**src/rtl/alu_div_if.sv**
```systemverilog
// Request/result bundle between the EX-stage pipeline controller and the
// iterative divider.
interface alu_div_if #(
   parameter int XLEN = 64
);
   // A request is taken on a rising edge when div_valid_i=1, div_idle_o=1 and
   // flush_i=0; div_ready_o pulses high for one cycle when div_out_o/rem_out_o
   // carry a new result, and those values hold until the next result.
   logic            flush_i;
   logic            div_valid_i;
   logic            signed_valid_i;
   logic            div32_valid_i;
   logic [XLEN-1:0] sr1_data_i;
   logic [XLEN-1:0] sr2_data_i;
   logic            div_idle_o;
   logic            div_ready_o;
   logic [XLEN-1:0] div_out_o;
   logic [XLEN-1:0] rem_out_o;

   modport master (
      output flush_i, div_valid_i, signed_valid_i, div32_valid_i, sr1_data_i, sr2_data_i,
      input  div_idle_o, div_ready_o, div_out_o, rem_out_o
   );

   modport slave (
      input  flush_i, div_valid_i, signed_valid_i, div32_valid_i, sr1_data_i, sr2_data_i,
      output div_idle_o, div_ready_o, div_out_o, rem_out_o
   );
endinterface

```
**src/rtl/alu_div_iter.sv**
```systemverilog
// Radix-2 restoring iterative divider with RISC-V signed/unsigned/word
// semantics, early completion of special cases and flush abort.
module alu_div_iter #(
   parameter int XLEN     = 64,
   parameter bit HAS_WORD = 1'b1
) (
   input  logic       clk,
   input  logic       rst,
   alu_div_if.slave   bus,
   output logic [1:0] dbg_state
);
   localparam int CW = $clog2(XLEN);
   localparam logic [31:0] W_MIN = 32'h8000_0000;

   typedef enum logic [1:0] {IDLE = 2'd0, CALC = 2'd1, FIX = 2'd2, DONE = 2'd3} state_t;

   state_t          state;
   logic [XLEN-1:0] dvd, dsr, quo, rem;
   logic [CW-1:0]   cnt;
   logic            word_op, neg_q, neg_r;
   logic            ready_q;
   logic [XLEN-1:0] q_q, r_q;

   logic            idle, word_req, accept, sign1, sign2, is_zero, is_ovf;
   logic [XLEN-1:0] op1, op2, mag1, mag2, min_val, sp_q, sp_r, fix_q, fix_r;
   logic [XLEN:0]   shifted, diff;

   // W-family results are always the low word sign-extended, signed or not.
   function automatic logic [XLEN-1:0] wfix(input logic [XLEN-1:0] x, input logic w);
      logic [XLEN-1:0] y;
      if (w) y = XLEN'($signed(x[31:0]));
      else   y = x;
      return y;
   endfunction

   always_comb begin
      idle     = (state == IDLE) || (state == DONE);
      word_req = HAS_WORD && bus.div32_valid_i;
      accept   = bus.div_valid_i && idle && !bus.flush_i;
      op1      = bus.sr1_data_i;
      op2      = bus.sr2_data_i;
      min_val  = {1'b1, {(XLEN-1){1'b0}}};
      if (word_req) begin
         min_val = XLEN'($signed(W_MIN));
         if (bus.signed_valid_i) begin
            op1 = XLEN'($signed(bus.sr1_data_i[31:0]));
            op2 = XLEN'($signed(bus.sr2_data_i[31:0]));
         end else begin
            op1 = XLEN'(bus.sr1_data_i[31:0]);
            op2 = XLEN'(bus.sr2_data_i[31:0]);
         end
      end
      sign1   = bus.signed_valid_i && op1[XLEN-1];
      sign2   = bus.signed_valid_i && op2[XLEN-1];
      mag1    = sign1 ? -op1 : op1;
      mag2    = sign2 ? -op2 : op2;
      is_zero = (op2 == '0);
      is_ovf  = bus.signed_valid_i && (op1 == min_val) && (op2 == '1);
      sp_q    = wfix(is_zero ? '1 : op1, word_req);
      sp_r    = wfix(is_zero ? op1 : '0, word_req);
      // One restoring step: bring in the next dividend bit and try to subtract.
      shifted = {rem, dvd[XLEN-1]};
      diff    = shifted - {1'b0, dsr};
      fix_q   = wfix(neg_q ? -quo : quo, word_op);
      fix_r   = wfix(neg_r ? -rem : rem, word_op);
   end

   always_ff @(posedge clk or posedge rst) begin
      if (rst) begin
         state   <= IDLE;
         dvd     <= '0;
         dsr     <= '0;
         quo     <= '0;
         rem     <= '0;
         cnt     <= '0;
         word_op <= 1'b0;
         neg_q   <= 1'b0;
         neg_r   <= 1'b0;
         ready_q <= 1'b0;
         q_q     <= '0;
         r_q     <= '0;
      end else begin
         case (state)
            IDLE, DONE: begin
               ready_q <= 1'b0;
               state   <= IDLE;
               if (accept) begin
                  // Word dividends are left-aligned so the MSB always feeds the step.
                  dvd     <= word_req ? (mag1 << (XLEN - 32)) : mag1;
                  dsr     <= mag2;
                  quo     <= '0;
                  rem     <= '0;
                  cnt     <= word_req ? CW'(31) : CW'(XLEN - 1);
                  word_op <= word_req;
                  neg_q   <= sign1 ^ sign2;
                  neg_r   <= sign1;
                  if (is_zero || is_ovf) begin
                     state   <= DONE;
                     ready_q <= 1'b1;
                     q_q     <= sp_q;
                     r_q     <= sp_r;
                  end else begin
                     state <= CALC;
                  end
               end
            end
            CALC: begin
               if (bus.flush_i) begin
                  state <= IDLE;
               end else begin
                  dvd <= dvd << 1;
                  quo <= {quo[XLEN-2:0], ~diff[XLEN]};
                  rem <= diff[XLEN] ? shifted[XLEN-1:0] : diff[XLEN-1:0];
                  if (cnt == '0) state <= FIX;
                  else           cnt   <= cnt - 1'b1;
               end
            end
            FIX: begin
               if (bus.flush_i) begin
                  state <= IDLE;
               end else begin
                  state   <= DONE;
                  ready_q <= 1'b1;
                  q_q     <= fix_q;
                  r_q     <= fix_r;
               end
            end
            default: state <= IDLE;
         endcase
      end
   end

   assign bus.div_idle_o  = idle;
   assign bus.div_ready_o = ready_q;
   assign bus.div_out_o   = q_q;
   assign bus.rem_out_o   = r_q;
   assign dbg_state       = state;
endmodule
```
**src/flat_wrapper.sv**
```systemverilog
// flat-port wrapper written by rule: the top's interface ports become plain ports
module alu_div_iter_flat 
#(
   parameter int XLEN     = 64,
   parameter bit HAS_WORD = 1'b1
)
  (clk, rst, dbg_state, bus_flush_i, bus_div_valid_i, bus_signed_valid_i, bus_div32_valid_i, bus_sr1_data_i, bus_sr2_data_i, bus_div_idle_o, bus_div_ready_o, bus_div_out_o, bus_rem_out_o);
  alu_div_if #(.XLEN(XLEN)) bus_i ();
  input  logic clk;
  input  logic rst;
  output logic [1:0] dbg_state;
  input wire logic [$bits(bus_i.flush_i)-1:0] bus_flush_i;
  input wire logic [$bits(bus_i.div_valid_i)-1:0] bus_div_valid_i;
  input wire logic [$bits(bus_i.signed_valid_i)-1:0] bus_signed_valid_i;
  input wire logic [$bits(bus_i.div32_valid_i)-1:0] bus_div32_valid_i;
  input wire logic [$bits(bus_i.sr1_data_i)-1:0] bus_sr1_data_i;
  input wire logic [$bits(bus_i.sr2_data_i)-1:0] bus_sr2_data_i;
  output wire logic [$bits(bus_i.div_idle_o)-1:0] bus_div_idle_o;
  output wire logic [$bits(bus_i.div_ready_o)-1:0] bus_div_ready_o;
  output wire logic [$bits(bus_i.div_out_o)-1:0] bus_div_out_o;
  output wire logic [$bits(bus_i.rem_out_o)-1:0] bus_rem_out_o;
  assign bus_i.flush_i = bus_flush_i;
  assign bus_i.div_valid_i = bus_div_valid_i;
  assign bus_i.signed_valid_i = bus_signed_valid_i;
  assign bus_i.div32_valid_i = bus_div32_valid_i;
  assign bus_i.sr1_data_i = bus_sr1_data_i;
  assign bus_i.sr2_data_i = bus_sr2_data_i;
  assign bus_div_idle_o = bus_i.div_idle_o;
  assign bus_div_ready_o = bus_i.div_ready_o;
  assign bus_div_out_o = bus_i.div_out_o;
  assign bus_rem_out_o = bus_i.rem_out_o;
  alu_div_iter #(.XLEN(XLEN), .HAS_WORD(HAS_WORD)) u_core (.clk(clk), .rst(rst), .bus(bus_i), .dbg_state(dbg_state));
endmodule
```
**config.mk**
```make
export PLATFORM = sky130hd
export DESIGN_NAME = alu_div_iter_flat
export DESIGN_NICKNAME = d
export VERILOG_FILES = /design/src/rtl/alu_div_if.sv /design/src/rtl/alu_div_iter.sv /design/src/flat_wrapper.sv
export SDC_FILE = /design/constraint.sdc
export NUM_CORES = 2
export LEC_CHECK = 0
export CAP_MARGIN = 20
export CELL_PAD_IN_SITES_DETAIL_PLACEMENT = 2
export CELL_PAD_IN_SITES_GLOBAL_PLACEMENT = 2
export CORE_MARGIN = 4
export CORE_UTILIZATION = 35
export CTS_CLUSTER_DIAMETER = 150
export CTS_CLUSTER_SIZE = 16
export DETAILED_ROUTE_END_ITERATION = 7
export DONT_BUFFER_PORTS = 1
export HOLD_SLACK_MARGIN = 0.06
export PLACE_DENSITY_LB_ADDON = 0.1
export SYNTH_ARGS = -nofsm -noshare
export SYNTH_HDL_FRONTEND = slang
export SYNTH_SLANG_ARGS = --single-unit
```
**constraint.sdc**
```tcl
create_clock -name clk -period 28.3 [get_ports clk]
set_input_delay 4.245 -clock clk [delete_from_list [all_inputs] [get_ports clk]]
set_output_delay 4.245 -clock clk [all_outputs]
set_load 0.1 [all_outputs]
```
==> results.json <==
{
  "dp.final_hpwl_mm": 89.8,
  "dpl_cell_area_sq_um": 28600,
  "post-cts-setup-buffers": 0,
  "fp.dieH_um": 290,
  "drt-pass1-iter-count": 5,
  "yosysWarnings": 0,
  "worst_slew_pin_slew_ps": 1110,
  "cp_slowest_cell": "and4_1",
  "drc_errors": 0,
  "ys_ff_latch": 396,
  "startpoint_type": "input port",
  "crit_fanout": 98,
  "finalSetupViolations": 0,
  "hold_buffers": 0,
  "stdcell_area_sq_um": 29400,
  "io_pins": 266,
  "postLayoutCoreUtil_pct": 37.7,
  "cts_tree": "built",
  "antenna_found_initial": 5,
  "grt_pass1_wl_mm": 180,
  "clock_latency_ps": 660,
  "clockBufferDepth": 3,
  "cts_resized": 0,
  "end_kind": "register",
  "r2r_slack_ps": 22970,
  "rsz0062_at_grt": "false",
  "place_congestion": 0.886,
  "initial_utilization_pct": 35.6,
  "syn_nets": 3710,
  "multiInputGateArea_sq_um": 16500,
  "cts-buffers-inserted": 28,
  "clockRootBuffer": "clkbuf_16",
  "port_buffers": 0,
  "critPathKind": "input port to register",
  "setup_ws_ps": 20080,
  "worstPathRequired_ps": 28800,
  "cts-htree-levels": 1,
  "slew-limit-headroom_pct": 25.8,
  "p_leak_uw": 0.0127,
  "grt_max_degree": 149,
  "fin_hold_ws_ps": 483,
  "gr-total-overflow": 0,
  "avgViaCountPerCell": 5.95,
  "fillers": 8953,
  "dpl_worst_slack_ps": 19480,
  "grt_usage_pct": 27.5,
  "seq_area_frac_synth_pct": 35.7,
  "wl_per_cell_um": 27.0,
  "async_reset_ff_share_pct": 100,
  "clkTransAtPathRegs_ps": 80,
  "vias": 26000,
  "worstPathCellList": "or4_1 -> nor4_1 -> nand4_1 -> and3b_1 -> and4_1 -> a31oi_1 -> o21ai_1 -> nand2b_4 -> buf_4 -> a221oi_1 -> a21oi_1",
  "synthFlopType": "dfrtp_1",
  "finalHoldViolations": 0,
  "avgSynthCellArea_sq_um": 7.92,
  "cp.arrival_ps": 8710,
  "coreArea_sq_um": 78000,
  "cts.sinks": 396,
  "period_needed_ps": 8220,
  "status": "finished clean",
  "drt_iter0_markers": 1551,
  "hold_class": "register to register",
  "synth_cell_type_count": 82,
  "finalSetupTns_ps": 0,
  "die-area_sq_um": 83800,
  "layout.nets": 3544,
  "synth_enable_flop_cells": 0,
  "max_freq_ghz": 0.122,
  "grt_pass1_vias": 28400,
  "areaGrowthSynthToFinish_pct": 5.84,
  "vdd_drop_max_mv": 0.0481,
  "routed_wl_mm": 118,
  "powerDensity_nw_per_um2": 89.0,
  "syn_inst": 3502,
  "finClkSkew_ps": 44.4,
  "die_w_um": 290,
  "rows": 102,
  "drv_slew": 0,
  "ant_nets": 0,
  "final_layout_size_suffix_gt1_share_pct": 4.11,
  "area.sequential_sq_um": 9910,
  "netlist_area_sq_um": 27700,
  "fin_crit_sh_pct": 29.0,
  "slowest_delay_ps": 810,
  "maxCapViolations": 0
}
metrics by stage:
stage / cells / total power [uW]
global route: 4377 / 2770
floorplan: 3502 / 1900
CTS: 4374 / 2630
detailed placement: 4343 / 2210
global placement: 4339 / 2160
finish: 4378 / 2610
registers in the layout, indices dropped and copies added, names as in the netlist, 2 cells and up:
signal / flops
u_core.bus.div_out_o: 64
u_core.bus.rem_out_o: 64
u_core.dsr: 64
u_core.dvd: 64
u_core.quo: 64
u_core.rem: 64
u_core.cnt: 6
u_core.dbg_state: 2
critical path: cells and delay by family:
kind | cells | cell delay (ps)
AND/OR/NAND/NOR | 6 | 2850
AO/OA/AOI/OAI | 4 | 890
buffers and inverters | 1 | 540
layout by cell type (no fill, tap or decap), drive strengths merged, types with 22 or more instances in the layout:
master    n
mux2i    54
nor3     57
and3     22
nor2    258
a221oi   48
o31ai    71
o21ai   453
nand3   108
a21oi   217
o21a     24
or3      32
a21o     43
a22o     25
dfrtp   396
o41ai    30
buf      42
xor2    131
nand4    42
nor4     28
xnor2   166
nand2   538
nand2b   23
ha       73
or4      29
a31oi    26
or2      26
clkbuf   31
inv     125
path summary, 6_finish.rpt:
check                              startpoint                        to  depth (start not counted)
setup / recovery           bus_sr2_data_i[14]  u_core.bus.rem_out_o[19]                         11
hold / removal                  u_core.dsr[8]             u_core.dsr[8]                          2
setup reg to reg               u_core.dvd[63]            u_core.rem[59]                         15
hold reg to reg                 u_core.dsr[8]             u_core.dsr[8]                          2
max in group asynchronous                 rst              u_core.neg_q                          3
min in group asynchronous                 rst            u_core.quo[17]                          1
routing by layer:
layer	wire (um)	global-route usage, %
met5	13	0
met1	52700	36.2
met4	3290	6.95
met2	55500	46.5
met3	6780	5.61
cell type report:
type	count	area share, %
multi-input combinational	2741	56.3
sequential	396	33.8
tap	1040	4.43
clock buffer	29	2.40
inverter	125	1.62
timing repair buffer	44	1.26
clock inverter	2	0.205
antenna	1	0.00852
where the power goes:
part	switching [uW]	total [uW]	internal (uW)
logic	633	921	288
registers	571	1280	709
clock network	226	412	186
cells in the mapped netlist, types with 23 or more instances:
cell type	instances	area (sq um)
o31ai_1	68	510
o21a_1	23	173
xor2_1	131	1150
or2_2	25	156
a21oi_1	217	1090
ha_1	73	913
nor4_1	27	169
or3_1	32	200
inv_1	125	469
a221oi_1	48	420
nand4_1	41	257
mux2i_1	54	541
dfrtp_1	396	9910
a21o_1	43	323
or4_1	27	203
o21ai_0	447	2240
xnor2_1	166	1450
a22o_1	25	219
clkbuf_1	215	807
nand2_1	537	2020
a31oi_1	26	163
o41ai_1	30	263
nor2_1	258	968
nor3_1	57	285
nand3_1	108	541
logic make-up after synthesis:
| logic type | share of synthesized area [%] |
|---|---|
| AND/OR/NAND/NOR | 20.0 |
| AO/OA/AOI/OAI | 24.5 |
| flip-flops | 35.7 |
| buffers and inverters | 4.99 |
| XOR/XNOR | 9.38 |
| adder cells (fa/ha/maj) | 3.36 |
| multiplexers | 2.11 |
(Power assumes the default switching activity.)
